==> config.mk <==
export PLATFORM = sky130hd
export DESIGN_NAME = parity_frame_scheduler
export DESIGN_NICKNAME = d
export VERILOG_FILES = /design/src/rtl/parity_frame_scheduler.sv
export SDC_FILE = /design/constraint.sdc
export NUM_CORES = 1
export LEC_CHECK = 0
export BUFFER_PORTS_ARGS = -buffer_cell sky130_fd_sc_hd__buf_2
export CAP_MARGIN = 5
export CORE_AREA = 2 2 48 50
export DETAILED_ROUTE_END_ITERATION = 8
export DIE_AREA = 0 0 50 52
export PLACE_DENSITY_LB_ADDON = 0.12
export SLEW_MARGIN = 0
export SYNTH_ARGS = -nofsm -noshare
export SYNTH_HDL_FRONTEND = slang
export SYNTH_SLANG_ARGS = --single-unit
==> constraint.sdc <==
create_clock -name clock -period 4 [get_ports clock]
set_clock_uncertainty 0.15 [all_clocks]
set_input_delay 0.6 -clock clock [delete_from_list [all_inputs] [get_ports clock]]
set_output_delay 0.6 -clock clock [all_outputs]
set_load 0.02 [all_outputs]
==> src/rtl/parity_frame_scheduler.sv <==
// Two-requester round-robin scheduler that serializes WIDTH-bit words LSB first and reports their parity.
// Optional build macro PARITY_ERR_CHECK_EN adds per-requester expected-parity inputs and a parity_err output.
module parity_frame_scheduler #(
  parameter int WIDTH = 8
) (
  input  logic             clock,
  input  logic             reset_n,
  input  logic             req0_valid,
  input  logic             req1_valid,
  input  logic [WIDTH-1:0] req0_data,
  input  logic [WIDTH-1:0] req1_data,
`ifdef PARITY_ERR_CHECK_EN
  input  logic             req0_exp,
  input  logic             req1_exp,
  output logic             parity_err,
`endif
  output logic             req0_ready,
  output logic             req1_ready,
  output logic             ser_x,
  output logic             ser_valid,
  output logic             done,
  output logic             parity_z,
  output logic             grant_id,
  output logic             busy
);

  localparam logic [1:0] IDLE  = 2'd0;
  localparam logic [1:0] SHIFT = 2'd1;
  localparam logic [1:0] DONE  = 2'd2;

  localparam int            CW       = $clog2(WIDTH + 1);
  localparam logic [CW-1:0] LAST_BIT = CW'(WIDTH - 1);

  logic [1:0]       state;
  logic [WIDTH-1:0] shreg;
  logic [CW-1:0]    bit_cnt;
  logic             parity_run;
  logic             last_grant;
  logic             grant_sel;
  logic             accept;

  // Round-robin only matters on contention; a lone requester always wins.
  always_comb begin
    grant_sel = 1'b0;
    if (req0_valid && req1_valid) begin
      grant_sel = ~last_grant;
    end else if (req1_valid) begin
      grant_sel = 1'b1;
    end
  end

  assign accept     = reset_n && (state == IDLE) && (req0_valid || req1_valid);
  assign req0_ready = accept && !grant_sel;
  assign req1_ready = accept && grant_sel;

  assign ser_valid = (state == SHIFT);
  assign ser_x     = (state == SHIFT) && shreg[0];
  assign done      = (state == DONE);
  assign busy      = (state == SHIFT) || (state == DONE);

`ifdef PARITY_ERR_CHECK_EN
  logic exp_bit;

  always_ff @(posedge clock) begin
    if (!reset_n) begin
      exp_bit <= 1'b0;
    end else if (accept) begin
      exp_bit <= grant_sel ? req1_exp : req0_exp;
    end
  end

  assign parity_err = (state == DONE) && (parity_z ^ exp_bit);
`endif

  // parity_z is loaded on the final shift so it is ready in DONE and then holds.
  always_ff @(posedge clock) begin
    if (!reset_n) begin
      state      <= IDLE;
      shreg      <= '0;
      bit_cnt    <= '0;
      parity_run <= 1'b0;
      parity_z   <= 1'b0;
      grant_id   <= 1'b0;
      last_grant <= 1'b1;
    end else begin
      case (state)
        IDLE: begin
          if (accept) begin
            shreg      <= grant_sel ? req1_data : req0_data;
            bit_cnt    <= '0;
            parity_run <= 1'b0;
            grant_id   <= grant_sel;
            last_grant <= grant_sel;
            state      <= SHIFT;
          end
        end
        SHIFT: begin
          parity_run <= parity_run ^ shreg[0];
          shreg      <= shreg >> 1;
          bit_cnt    <= bit_cnt + CW'(1);
          if (bit_cnt == LAST_BIT) begin
            parity_z <= parity_run ^ shreg[0];
            state    <= DONE;
          end
        end
        DONE: begin
          state <= IDLE;
        end
        default: begin
          state <= IDLE;
        end
      endcase
    end
  end

endmodule

==> results of run 1 <==
[flip-flops by register name, summed over array words and instances, names as in the netlist]
register    cells
shreg           8
bit_cnt         4
state           2
grant_id        1
last_grant      1
parity_run      1
parity_z        1
[stage by stage]
stage	area, sq um	utilization	hold WS (ns)	total power (uW)	setup WS (ns)
after global placement	1230	0.5841	0.3076	527.7	1.844
after detailed placement	1230	0.5841	0.3121	533.9	1.837
final	1266	0.6013	0.3323	645.5	1.710
after CTS	1266	0.6013	0.3338	649.8	1.690
after global routing	1266	0.6013	0.3466	694.0	1.555
after floorplan	1111	-	0.2987	480.1	1.775
[report_power, final]
part           leakage, uW  total, uW  internal (uW)  switching, uW
clock network    0.0000210        116           55.4           60.2
logic             0.000359        281            119            162
registers         0.000148        249            221           28.0
[critical path, delay by kind of cell, from the launching register on]
family                   cells  cell delay, ns
AND/OR/NAND/NOR              2            0.30
flip-flops                   1            0.33
buffers and inverters        2            0.30
adder cells (fa/ha/maj)      1            0.33
[final cells by class]
| class | count | area, sq um | share of cell area |
|---|---|---|---|
| repair buffers | 28 | 142.6 | 0.1126 |
| clock buffers | 4 | 36.28 | 0.02866 |
| multi-input cells | 102 | 674.4 | 0.5326 |
| flip-flops and latches | 18 | 360.3 | 0.2846 |
| well taps | 28 | 35.03 | 0.02767 |
| inverters | 4 | 17.52 | 0.01383 |
[path summary, 6_finish.rpt]
path	startpoint	endpoint	slack, ns
worst min register to register	shreg[3]$_SDFFE_PN0P_	shreg[3]$_SDFFE_PN0P_	0.33
worst max register to register	state[1]$_SDFFE_PN0P_	bit_cnt[3]$_SDFFE_PN0P_	1.81
worst max-delay path	state[1]$_SDFFE_PN0P_	req0_ready	1.71
worst min-delay path	shreg[3]$_SDFFE_PN0P_	shreg[3]$_SDFFE_PN0P_	0.33
[per-layer routing]
| metal | vias to the layer above | track usage | wire length [um] |
|---|---|---|---|
| li1 | 537 | - | - |
| met1 | 465 | 0.2625 | 1151 |
| met2 | 16 | 0.3268 | 1116 |
| met3 | 2 | 0.02586 | 69 |
| met4 | 0 | 0.06944 | 15 |
| met5 | - | 0 | 0 |
[layout by cell type, fill, tap and decap left out, types with 3 or more instances in the layout]
cell type / instances
sky130_fd_sc_hd__a21oi_1: 7
sky130_fd_sc_hd__buf_2: 27
sky130_fd_sc_hd__clkbuf_4: 3
sky130_fd_sc_hd__dfxtp_1: 18
sky130_fd_sc_hd__ha_1: 5
sky130_fd_sc_hd__inv_1: 3
sky130_fd_sc_hd__nand2_1: 18
sky130_fd_sc_hd__nor2_1: 4
sky130_fd_sc_hd__nor2b_1: 11
sky130_fd_sc_hd__nor3_1: 7
sky130_fd_sc_hd__nor3b_1: 8
sky130_fd_sc_hd__o21ai_0: 3
sky130_fd_sc_hd__o32ai_1: 8
sky130_fd_sc_hd__or4_1: 7
[logic make-up (layout without fill, tap and decap cells)]
family | count (synthesis) | count (layout) | synth area share
flip-flops | 18 | 18 | 0.3243
buffers and inverters | 13 | 36 | 0.06869
AO/OA/AOI/OAI | 29 | 29 | 0.1869
AND/OR/NAND/NOR | 67 | 67 | 0.3547
multiplexers | 1 | 1 | 0.009009
adder cells (fa/ha/maj) | 5 | 5 | 0.05631
==> flow_summary.yaml, run 1 <==
clocking:
  clk_transition_reported_paths_ns: 0.11
  clockRootBuffer: "sky130_fd_sc_hd__clkbuf_4"
  worst_skew_pair.late_latency_ns: 0.29
  clock_sinks: 18
  cts_resized: 0
  cts_htree_levels: 1
  cts-buffers-inserted: 3
  cts_tree: "yes"
  cts-root-to-sink-buffers: 2
  postCtsSetupRepairBufs: 0
  cts.hold.buffers_added: 0
critical_path:
  critical_path_required_time_ns: 3.25
  worstSetupStartpointType: "flop"
  critical_path_cell_by_cell: "inv_1 -> ha_1 -> nand2_1 -> nor3b_1 -> buf_2"
  critPathCaptureType: "primary output"
  arrival_ns: 1.54
  timing.critical_path.fanout_max: 9
  delay_of_the_slowest_cell_on_the_worst_path_ns: 0.33
  reg2regPathDepth: 6
  crit_type: "flop to primary output"
  slowest_stage_cell_on_the_critical_path: "sky130_fd_sc_hd__dfxtp_1"
power_and_ir_drop:
  leakage_uw: 0.0005279
  power.ir.vdd_worst_v: 0.0003543
  powerDensity_nw_per_um2: 509.8
global_route:
  grt_overflow_total: 0
  first_pass_grt_wire_length_um: 4008
  grt_start_max_net_pins: 34
  global_route.usage.total: 0.1973
  grt_antenna_before_repair: 0
  vias_in_the_first_global_route: 900
outcome:
  status: "finished, final reports clean"
synth:
  postSynth.topFlopCell: "sky130_fd_sc_hd__dfxtp_1"
  yosys.area.top_type: "sky130_fd_sc_hd__dfxtp_1"
  ys_types: 35
  synth_common_cells: "sky130_fd_sc_hd__dfxtp_1, sky130_fd_sc_hd__nand2_1, sky130_fd_sc_hd__nor2b_1, sky130_fd_sc_hd__nor3b_1, sky130_fd_sc_hd__o32ai_1"
  yosysTopAreaCellShare: 0.3243
  post_synth.cell_area_avg_sq_um: 8.354
  ys_ff_latch: 18
  synth.cell_area_sq_um: 1111
  postSynth.asyncResetShare: 0
  synthesis.nets: 158
  ys_seq_area_frac: 0.3243
  largest_cells_by_area_after_synthesis: "sky130_fd_sc_hd__dfxtp_1, sky130_fd_sc_hd__o32ai_1, sky130_fd_sc_hd__nor2b_1"
  syn_inst: 133
  number_of_enable_type_register_cells_in_the_synthesized_netlist: 0
  synthesis.yosys.warnings: 0
detailed_routing:
  drt_drc_violations_left: 0
  drtPass1Iterations: 4
  average_routed_wire_per_standard_cell_um: 12.79
  vias_per_cell: 5.543
  total_via_count_after_detailed_routing: 1020
  detail_route.wirelength_um: 2353
  postRouteAntennaNets: 0
  drt_iter0_markers: 19
final_layout:
  drive_gt1_frac: 0.2372
  stdcell_count: 184
  filler_cell_count: 200
  design.final.nets: 182
  layout-area-overhead-vs-synth_pct: 13.96
  n_antenna_cell: 0
sta:
  worst_slew_margin_rel: 0.4926
  report.final.slew_viol_count: 0
  max_freq_ghz: 0.4368
  unrepaired_setup_endpoints_after_global_routing: "no"
  finalWorstPathRequiredPeriod_ns: 2.290
  fin_setup_tns_ns: 0
  final_hold_violation_count: 0
  finalCritPeriodShare: 0.5724
  final_setup_violating_endpoints: 0
  worst_margin_slew_ns: 0.7584
worst_hold_path:
  timing.hold.worst_path_depth: 2
  worst_hold_class: "flop to flop"
placement:
  place_inst: 180
  place.detailed.hpwl_um: 1639
  portBuffers: 27
  place.gp.congestion: 0.7909
floorplanning:
  design.die.area_sq_um: 2600
  dieWidth_um: 50
  placeableCoreArea_sq_um: 2106
  dieHeight_um: 52
  io_pins: 28
  fp-row-count: 17
  starting_density_of_the_core: 0.5276
run:
  max_cap_viol_count: 0
Power figures use the tool's default switching activity.
==> run 2: changes to the inputs <==
CORE_AREA = 2 2 52 54   (was 2 2 48 50)
DIE_AREA = 0 0 54 56   (was 0 0 50 52)
clock period = 2.1 ns   (was 4 ns; I/O delays follow)
==> run 2 against run 1 <==
Against the previous run:
- cell area rose by 3.9%
- total power rose by 100%
- via count rose by 3.8%
- wire length rose by 7.9%
- core utilization fell by 6.1 points
- worst setup slack got worse by 1.6 ns
- global-route usage fell by 2.5 points
- first-iteration DRC count fell by 63%
- highest routed layer unchanged
==> flow_summary.yaml, run 2 (same netlist as run 1, synthesis figures left out) <==
detailed_routing:
  total_via_count_after_detailed_routing: 1059
  average_routed_wire_per_standard_cell_um: 13.37
  drt_iter0_markers: 7
  vias_per_cell: 5.574
  drtPass1Iterations: 4
  detail_route.wirelength_um: 2540
  postRouteAntennaNets: 0
  drt_drc_violations_left: 0
critical_path:
  crit_type: "flop to primary output"
  timing.critical_path.fanout_max: 18
  critical_path_required_time_ns: 1.63
  arrival_ns: 1.51
  worstSetupStartpointType: "flop"
  critPathCaptureType: "primary output"
sta:
  final_setup_violating_endpoints: 0
  worst_margin_slew_ns: 0.5152
  fin_setup_tns_ns: 0
  max_freq_ghz: 0.5075
  final_hold_violation_count: 0
  unrepaired_setup_endpoints_after_global_routing: "no"
  finalCritPeriodShare: 0.9382
  report.final.slew_viol_count: 0
  worst_slew_margin_rel: 0.6553
  worst_slack_ns: 0.1297
  finalWorstPathRequiredPeriod_ns: 1.970
final_layout:
  drive_gt1_frac: 0.2625
  layout-area-overhead-vs-synth_pct: 18.36
  layout_commonest_cell: "sky130_fd_sc_hd__buf_2"
  largest-register: "shreg"
  largest_register_ff_count: 8
  postLayoutCoreUtil: 0.5406
  mostFrequentLayoutCells: "sky130_fd_sc_hd__buf_2, sky130_fd_sc_hd__nand2_1, sky130_fd_sc_hd__dfxtp_1"
  n_antenna_cell: 0
  design.final.nets: 186
  reg_top3: "shreg (8), bit_cnt (4), state (2)"
run:
  max_cap_viol_count: 0
clocking:
  cts-root-to-sink-buffers: 2
  cts_tree: "yes"
  cts.hold.buffers_added: 0
  clk_transition_reported_paths_ns: 0.11
  postCtsSetupRepairBufs: 0
  clockRootBuffer: "sky130_fd_sc_hd__clkbuf_4"
  clock_sinks: 18
  cts_resized: 0
  cts_htree_levels: 1
  worst_skew_pair.late_latency_ns: 0.30
  cts-buffers-inserted: 3
power_and_ir_drop:
  powerDensity_nw_per_um2: 990.5
  power.ir.vdd_worst_v: 0.0006223
  leakage_uw: 0.0005498
worst_hold_path:
  worst_hold_class: "primary input to flop"
placement:
  portBuffers: 27
  place.gp.congestion: 0.8222
  place.detailed.hpwl_um: 1841
  dp_worst_setup_slack_ns: 0.1473
global_route:
  grt_overflow_total: 0
  grt_start_max_net_pins: 19
  first_pass_grt_wire_length_um: 3981
  vias_in_the_first_global_route: 950
  grt_antenna_before_repair: 0
  global_route.usage.total: 0.1724
floorplanning:
  design.die.area_sq_um: 3024
  fp-row-count: 18
  starting_density_of_the_core: 0.4568
  dieWidth_um: 54
  io_pins: 28
  dieHeight_um: 56
  placeableCoreArea_sq_um: 2432
outcome:
  status: "finished, final reports clean"
## run 2: cell count changes in the layout (fill, tap and decap cells not counted), sizes merged
cell / delta
buf: +4
## run 2: where the power goes
part	internal (uW)	switching, uW	total [uW]
registers	420	50.0	470
logic	276	336	612
clock network	106	114	220
total	802	500	1300
## run 2: layout make-up
class,count,area (sq um)
repair buffers,32,176.4
flip-flops and latches,18,360.3
clock buffers,4,36.28
inverters,4,17.52
multi-input cells,102,686.9
fillers,244,1117
well taps,30,37.54
## run 2: worst paths after layout
kind | slack, ns | endpoint | depth (start not counted) | from
worst max-delay path | 0.13 | ser_x | 5 | state[1]$_SDFFE_PN0P_
worst min-delay path | 0.16 | last_grant$_SDFFE_PN1P_ | 2 | reset_n
worst max register to register | 0.21 | shreg[0]$_SDFFE_PN0P_ | 6 | state[1]$_SDFFE_PN0P_
worst min register to register | 0.33 | shreg[7]$_SDFFE_PN0P_ | 2 | shreg[7]$_SDFFE_PN0P_
## run 2: critical path: stages (launching register included)
cell                      delay [ns]
sky130_fd_sc_hd__dfxtp_1        0.33
sky130_fd_sc_hd__inv_1          0.14
sky130_fd_sc_hd__ha_1           0.26
sky130_fd_sc_hd__buf_6          0.19
sky130_fd_sc_hd__and2_1         0.13
sky130_fd_sc_hd__buf_2          0.15
## run 2: per-stage QoR
stage               power, uW  hold slack (ns)  std cells  cell area, sq um
floorplan               914.4           0.2987        133              1111
global placement         1051           0.3099        186              1262
detailed placement       1065           0.3164        186              1262
CTS                      1293           0.1596        190              1299
global route             1403           0.1587        190              1315
finish                   1303           0.1640        190              1315
## run 2: per-layer routing
metal  global-route usage  vias up  part of all wire
met3              0.05376        6             0.041
met4              0.03214        0             0.015
met1               0.1950      485              0.46
li1                     -      544                 -
met2               0.3084       24              0.48
met5                    0        -                 0
